**config.mk**
```make
export PLATFORM = sky130hd
export DESIGN_NAME = fpu_cw_sw_unit
export DESIGN_NICKNAME = d
export VERILOG_FILES = /design/src/rtl/fpu_cw_pkg.sv /design/src/rtl/fpu_cw_save_stack.sv /design/src/rtl/fpu_cw_sw_unit.sv
export SDC_FILE = /design/constraint.sdc
export NUM_CORES = 1
export LEC_CHECK = 0
export BUFFER_PORTS_ARGS = -buffer_cell sky130_fd_sc_hd__buf_2
export CORE_MARGIN = 2
export CORE_UTILIZATION = 35
export CTS_CLUSTER_SIZE = 16
export DETAILED_ROUTE_END_ITERATION = 6
export SLEW_MARGIN = 20
export SYNTH_ARGS = -nofsm -noshare
export SYNTH_HDL_FRONTEND = slang
export SYNTH_SLANG_ARGS = --single-unit
```
**constraint.sdc**
```tcl
create_clock -name clk -period 2.75 [get_ports clk]
set_input_delay 0 -clock clk [delete_from_list [all_inputs] [get_ports clk]]
set_output_delay 0 -clock clk [all_outputs]
set_load 0.005 [all_outputs]
```
**src/rtl/fpu_cw_pkg.sv**
```systemverilog
// Shared constants for the FPU control-word front-end: field positions,
// exception indices and rounding/precision encodings.
package fpu_cw_pkg;

    localparam logic [15:0] CW_RESET_DEFAULT = 16'h037F;

    localparam int unsigned CW_W    = 16;
    localparam int unsigned RC_HI   = 11;
    localparam int unsigned RC_LO   = 10;
    localparam int unsigned PC_HI   = 9;
    localparam int unsigned PC_LO   = 8;
    localparam int unsigned IEM_BIT = 7;

    localparam int unsigned MASK_IM = 0;
    localparam int unsigned MASK_DM = 1;
    localparam int unsigned MASK_ZM = 2;
    localparam int unsigned MASK_OM = 3;
    localparam int unsigned MASK_UM = 4;
    localparam int unsigned MASK_PM = 5;

    localparam int unsigned EXC_IE = 0;
    localparam int unsigned EXC_DE = 1;
    localparam int unsigned EXC_ZE = 2;
    localparam int unsigned EXC_OE = 3;
    localparam int unsigned EXC_UE = 4;
    localparam int unsigned EXC_PE = 5;

    localparam logic [1:0] RC_NEAREST = 2'b00;
    localparam logic [1:0] RC_DOWN    = 2'b01;
    localparam logic [1:0] RC_UP      = 2'b10;
    localparam logic [1:0] RC_TRUNC   = 2'b11;

    localparam logic [1:0] PC_24 = 2'b00;
    localparam logic [1:0] PC_53 = 2'b10;
    localparam logic [1:0] PC_64 = 2'b11;

endpackage

```
**src/rtl/fpu_cw_save_stack.sv**
```systemverilog
// LIFO of saved control words with occupancy flags and a one-cycle error pulse
// on overflow, underflow or a simultaneous push/pop.
module fpu_cw_save_stack
    import fpu_cw_pkg::*;
#(
    parameter int unsigned SAVE_DEPTH = 4
) (
    input  logic            clk,
    input  logic            reset,
    input  logic            clr,
    input  logic            push,
    input  logic            pop,
    input  logic [CW_W-1:0] din,
    output logic [CW_W-1:0] dout,
    output logic            full,
    output logic            empty,
    output logic            err
);

    localparam int unsigned AW  = $clog2(SAVE_DEPTH);
    localparam int unsigned CNW = AW + 1;

    logic [CW_W-1:0] mem_q [SAVE_DEPTH];
    logic [CW_W-1:0] mem_d [SAVE_DEPTH];
    logic [CNW-1:0]  count_q, count_d;
    logic            err_q, err_d;

    assign full  = (count_q == CNW'(SAVE_DEPTH));
    assign empty = (count_q == '0);
    assign err   = err_q;
    // Top entry; index wraps when empty but is never consumed then.
    assign dout  = mem_q[AW'(count_q - CNW'(1))];

    always_comb begin
        count_d = count_q;
        err_d   = 1'b0;
        mem_d   = mem_q;
        if (clr) begin
            count_d = '0;
        end else if (push && pop) begin
            err_d = 1'b1;
        end else if (pop) begin
            if (empty) err_d = 1'b1;
            else       count_d = count_q - CNW'(1);
        end else if (push) begin
            if (full) begin
                err_d = 1'b1;
            end else begin
                mem_d[AW'(count_q)] = din;
                count_d             = count_q + CNW'(1);
            end
        end
    end

    always_ff @(posedge clk or posedge reset) begin
        if (reset) begin
            count_q <= '0;
            err_q   <= 1'b0;
        end else begin
            count_q <= count_d;
            err_q   <= err_d;
        end
    end

    // Storage is not reset; contents are meaningless while count is zero.
    always_ff @(posedge clk) begin
        mem_q <= mem_d;
    end

endmodule

```
**src/rtl/fpu_cw_sw_unit.sv**
```systemverilog
// 8087-style control word, save stack, sticky exception flags, error summary
// and registered interrupt request.
module fpu_cw_sw_unit
    import fpu_cw_pkg::*;
#(
    parameter logic [15:0] CW_RESET   = CW_RESET_DEFAULT,
    parameter int unsigned SAVE_DEPTH = 4,
    parameter int unsigned NUM_EXC    = 6
) (
    input  logic               clk,
    input  logic               reset,
    input  logic [15:0]        cw_in,
    input  logic               cw_we,
    input  logic               cw_push,
    input  logic               cw_pop,
    input  logic               finit,
    input  logic               fclex,
    input  logic               exc_valid,
    input  logic [NUM_EXC-1:0] exc_in,
    output logic [15:0]        cw_out,
    output logic [1:0]         rounding_mode,
    output logic [1:0]         precision_mode,
    output logic               iem,
    output logic [NUM_EXC-1:0] exc_mask,
    output logic [NUM_EXC-1:0] exc_flags,
    output logic               es,
    output logic               int_req,
    output logic               stk_full,
    output logic               stk_empty,
    output logic               stk_err
);

    logic [CW_W-1:0]    cw_q, cw_d;
    logic [NUM_EXC-1:0] exc_flags_q, exc_flags_d;
    logic               int_req_q, int_req_d;
    logic [CW_W-1:0]    stk_top;

    fpu_cw_save_stack #(
        .SAVE_DEPTH (SAVE_DEPTH)
    ) u_stack (
        .clk   (clk),
        .reset (reset),
        .clr   (finit),
        .push  (cw_push),
        .pop   (cw_pop),
        .din   (cw_q),
        .dout  (stk_top),
        .full  (stk_full),
        .empty (stk_empty),
        .err   (stk_err)
    );

    assign cw_out         = cw_q;
    assign rounding_mode  = cw_q[RC_HI:RC_LO];
    assign precision_mode = cw_q[PC_HI:PC_LO];
    assign iem            = cw_q[IEM_BIT];
    assign exc_mask       = cw_q[NUM_EXC-1:0];
    assign exc_flags      = exc_flags_q;
    assign es             = |(exc_flags_q & ~exc_mask);
    assign int_req        = int_req_q;

    // A lone pop owns the cw (even when it underflows); otherwise cw_we applies.
    always_comb begin
        cw_d        = cw_q;
        exc_flags_d = exc_flags_q;
        int_req_d   = es & ~iem;
        if (finit) begin
            cw_d        = CW_RESET;
            exc_flags_d = '0;
        end else begin
            if (cw_pop && !cw_push) begin
                if (!stk_empty) cw_d = stk_top;
            end else if (cw_we) begin
                cw_d = cw_in;
            end
            if (fclex) begin
                exc_flags_d = exc_valid ? exc_in : '0;
            end else if (exc_valid) begin
                exc_flags_d = exc_flags_q | exc_in;
            end
        end
    end

    always_ff @(posedge clk or posedge reset) begin
        if (reset) begin
            cw_q        <= CW_RESET;
            exc_flags_q <= '0;
            int_req_q   <= 1'b0;
        end else begin
            cw_q        <= cw_d;
            exc_flags_q <= exc_flags_d;
            int_req_q   <= int_req_d;
        end
    end

endmodule

```
==> run_results.csv <==
group,metric,value,unit
run_status,status,"completed",
timing,fmax,412,MHz
synthesis,synth_nets,319,
timing,holdWs,12.1,ps
placed_design,routabilityCongestion,0.741,
power,p_per_area,654,nW/um^2
power,finalPower,3.02,mW
synthesis,synth_warnings,0,
worst_setup_path,worstPathArrival,2620,ps
timing,fin_tns_setup,0,ps
worst_setup_path,start_kind,"flip-flop",
synthesis,synth_area,3900,sq um
cells_and_area,area_growth,18.5,%
grt,grt_max_degree,38,
grt,grt_pass1_vias,2536,
timing,hold_viol,0,
cts,numCtsBuffers,9,
cells_and_area,drive_above_1_share,28.1,%
die,fp-row-count,38,
placed_design,io_buffers,67,
detailed_routing,drt_first_pass_iters,5,
worst_setup_path,crit_required,2940,ps
power,leakage,1.76,nW
detailed_routing,wl,8770,um
cells_and_area,antenna_cells,0,
synthesis,yosysMostFrequentCell,"edfxtp_1",
synthesis,ys_ff_latch,91,
worst_setup_path,rr_worst_depth,6,
cts,post_cts_buffers,0,
min_path,hold_path_class,"input pin to flip-flop",
timing,setup_viol,0,
placed_design,dp.cells,471,
cells_and_area,nets,390,
detailed_routing,ant_nets,0,
synthesis,synth-edff-count,64,
die,start_util,35.9,%
worst_setup_path,r2r-start,"u_stack.count_q[1]$_DFFE_PP0P_",
worst_setup_path,crit_path_end_kind,"flip-flop",
cts,ctsHoldBuffers,13,
cts,cts_root_buf,"clkbuf_8",
detailed_routing,viasPerCell,5.05,
timing,grt_setup_unrepaired,"false",
worst_setup_path,crit_type,"flip-flop to flip-flop",
timing,post-route-min-period,2420,ps
die,die_x,110,um
worst_setup_path,critPathMaxFanout,16,
die,die-area,12000,sq um
synthesis,yosysTopAreaCell,"edfxtp_1",
timing,slew_viol_final,0,
die,pin_count,68,
synthesis,synth_common_cells,"edfxtp_1, mux2i_1, nor2_1, o21ai_0, dfrtp_1",
grt,grt_pass1_wl,13700,um
cts,ctsHtreeMaxLevel,3,
power,worst_ir_drop_vdd,212,uV
cells_and_area,fin_cells,500,
die,core_area,10800,sq um
placed_design,place_ws,323,ps
cts,cts_num_sinks,91,
synthesis,postSynthAreaPerCell,13.7,sq um
detailed_routing,drt-initial-drc-count,134,
cells_and_area,n_fill_cell,1028,
synthesis,ys_seq_area_share,67.0,%
detailed_routing,drc,0,
timing,tightest_slew,840,ps
synthesis,async_flop_share,29.7,%
timing,finClkSkew,11.4,ps
detailed_routing,dr_total_vias,2526,
cts,clk_pin_slew,80,ps
detailed_routing,routedWlPerCell,17.5,um
worst_setup_path,crit_end,"cw_out[14]$_DFFE_PP0P_",
synthesis,netlist.area_leader.share,49.3,%
synthesis,synthCells,284,
placed_design,dp_hpwl,5190,um
die,fp.dieH,110,um
synthesis,synth_area_leaders,"edfxtp_1, dfrtp_1, mux2i_1",
cts,insertion_delay,340,ps
grt,grt_use_total,15.7,%
cts,cts_max_path_buffers,2,
worst_setup_path,rr_endpoint,"cw_out[14]$_DFFE_PP0P_",
timing,slew_headroom,44.0,%
cts,post_cts_resized,0,
synthesis,synth_flop_cell,"edfxtp_1",
worst_setup_path,setup.worst_path.start,"u_stack.count_q[1]$_DFFE_PP0P_",
worst_setup_path,reg2reg_slack,330,ps
cts,tritoncts,"built",
grt,grt-ovfl-total,0,
grt,grt_antenna_before_repair,0,
timing,fin_ws,325,ps
synthesis,synth_cell_types,34,
flow_run,cap_violations,0,
timing,period_share,88.2,%
final cells by class:
cell class	count	area (sq um)	area share (%)
sequential	91	2610	56.5
timing repair buffer	88	526	11.4
clock buffer	12	135	2.93
inverter	11	41.3	0.895
clock inverter	4	43.8	0.949
tap	140	175	3.80
multi-input combinational	154	1090	23.5
stage by stage:
step / util [%] / cell area, sq um
2_1_floorplan: - / 3900
3_3_place_gp: 39.7 / 4310
3_5_place_dp: 39.7 / 4310
4_1_cts: 42.6 / 4620
5_1_grt: 42.6 / 4620
6_report: 42.6 / 4620
report_power, final:
group          total [mW]  switching [mW]  leakage (nW)  internal, mW
Clock               0.837           0.421        0.0918         0.416
Sequential           1.64          0.0706         0.904          1.57
Combinational       0.540           0.293         0.762         0.247
Total                3.02           0.785          1.76          2.23
state kept, by name (all words and copies together), names as in the netlist:
register         cells
cw_out              16
exc_flags            6
int_req              1
u_stack.count_q      3
u_stack.err          1
u_stack.mem_q       64
worst min path at each step:
stage,from,cells after the start,slack (ps),to
final,cw_pop,3,10,u_stack.err$_DFF_PP0_
after global routing,cw_pop,3,9,u_stack.err$_DFF_PP0_
after CTS,cw_in[12],3,0.6,cw_out[12]$_DFFE_PP0P_
after detailed placement,reset,3,110,u_stack.count_q[0]$_DFFE_PP0P_
after global placement,reset,3,100,u_stack.count_q[1]$_DFFE_PP0P_
after floorplan,reset,1,50,cw_out[10]$_DFFE_PP0P_
cell families (layout without fill, tap and decap cells):
logic type / after synthesis / in the layout / share of synthesized area [%]
adder cells (fa/ha/maj): 5 / 5 / 1.61
flip-flops: 91 / 91 / 67.0
AO/OA/AOI/OAI: 59 / 59 / 10.1
multiplexers: 34 / 34 / 8.90
XOR/XNOR: 2 / 2 / 0.450
AND/OR/NAND/NOR: 54 / 54 / 6.84
buffers and inverters: 39 / 115 / 5.17
critical path, stage by stage, from the launching register on:
cell and delay (ps):
dfrtp_1 400, inv_1 90, ha_1 840, mux2i_1 290
nor2_1 70, a2111oi_0 480, nor3_1 110
routing by layer:
| metal | share of wire, % | track usage, % | vias to the layer above |
|---|---|---|---|
| li1 | - | - | 1180 |
| met1 | 48 | 21.4 | 1279 |
| met2 | 48 | 25.0 | 57 |
| met3 | 3.5 | 3.56 | 10 |
| met4 | 1.1 | 4.79 | 0 |
| met5 | 0 | 0 | - |
placed cells by master, fill, tap and decap left out, drive strengths merged, types with 2 or more instances in the layout:
| master | netlist | layout |
|---|---|---|
| mux2 | 2 | 2 |
| edfxtp | 64 | 64 |
| o32a | 9 | 9 |
| nor3 | 6 | 6 |
| o21ai | 19 | 19 |
| nor2b | 2 | 2 |
| dlygate4sd3 | 0 | 13 |
| nand2b | 4 | 4 |
| nor2 | 28 | 28 |
| inv | 11 | 11 |
| ha | 5 | 5 |
| xnor2 | 2 | 2 |
| dfrtp | 18 | 18 |
| mux2i | 32 | 32 |
| clkinv | 0 | 3 |
| nand2 | 2 | 2 |
| o22ai | 4 | 4 |
| a21oi | 12 | 12 |
| a2111oi | 7 | 7 |
| clkbuf | 7 | 12 |
| dfstp | 9 | 9 |
| and2 | 5 | 5 |
| a22oi | 6 | 6 |
| buf | 21 | 75 |
(Power assumes the default switching activity.)
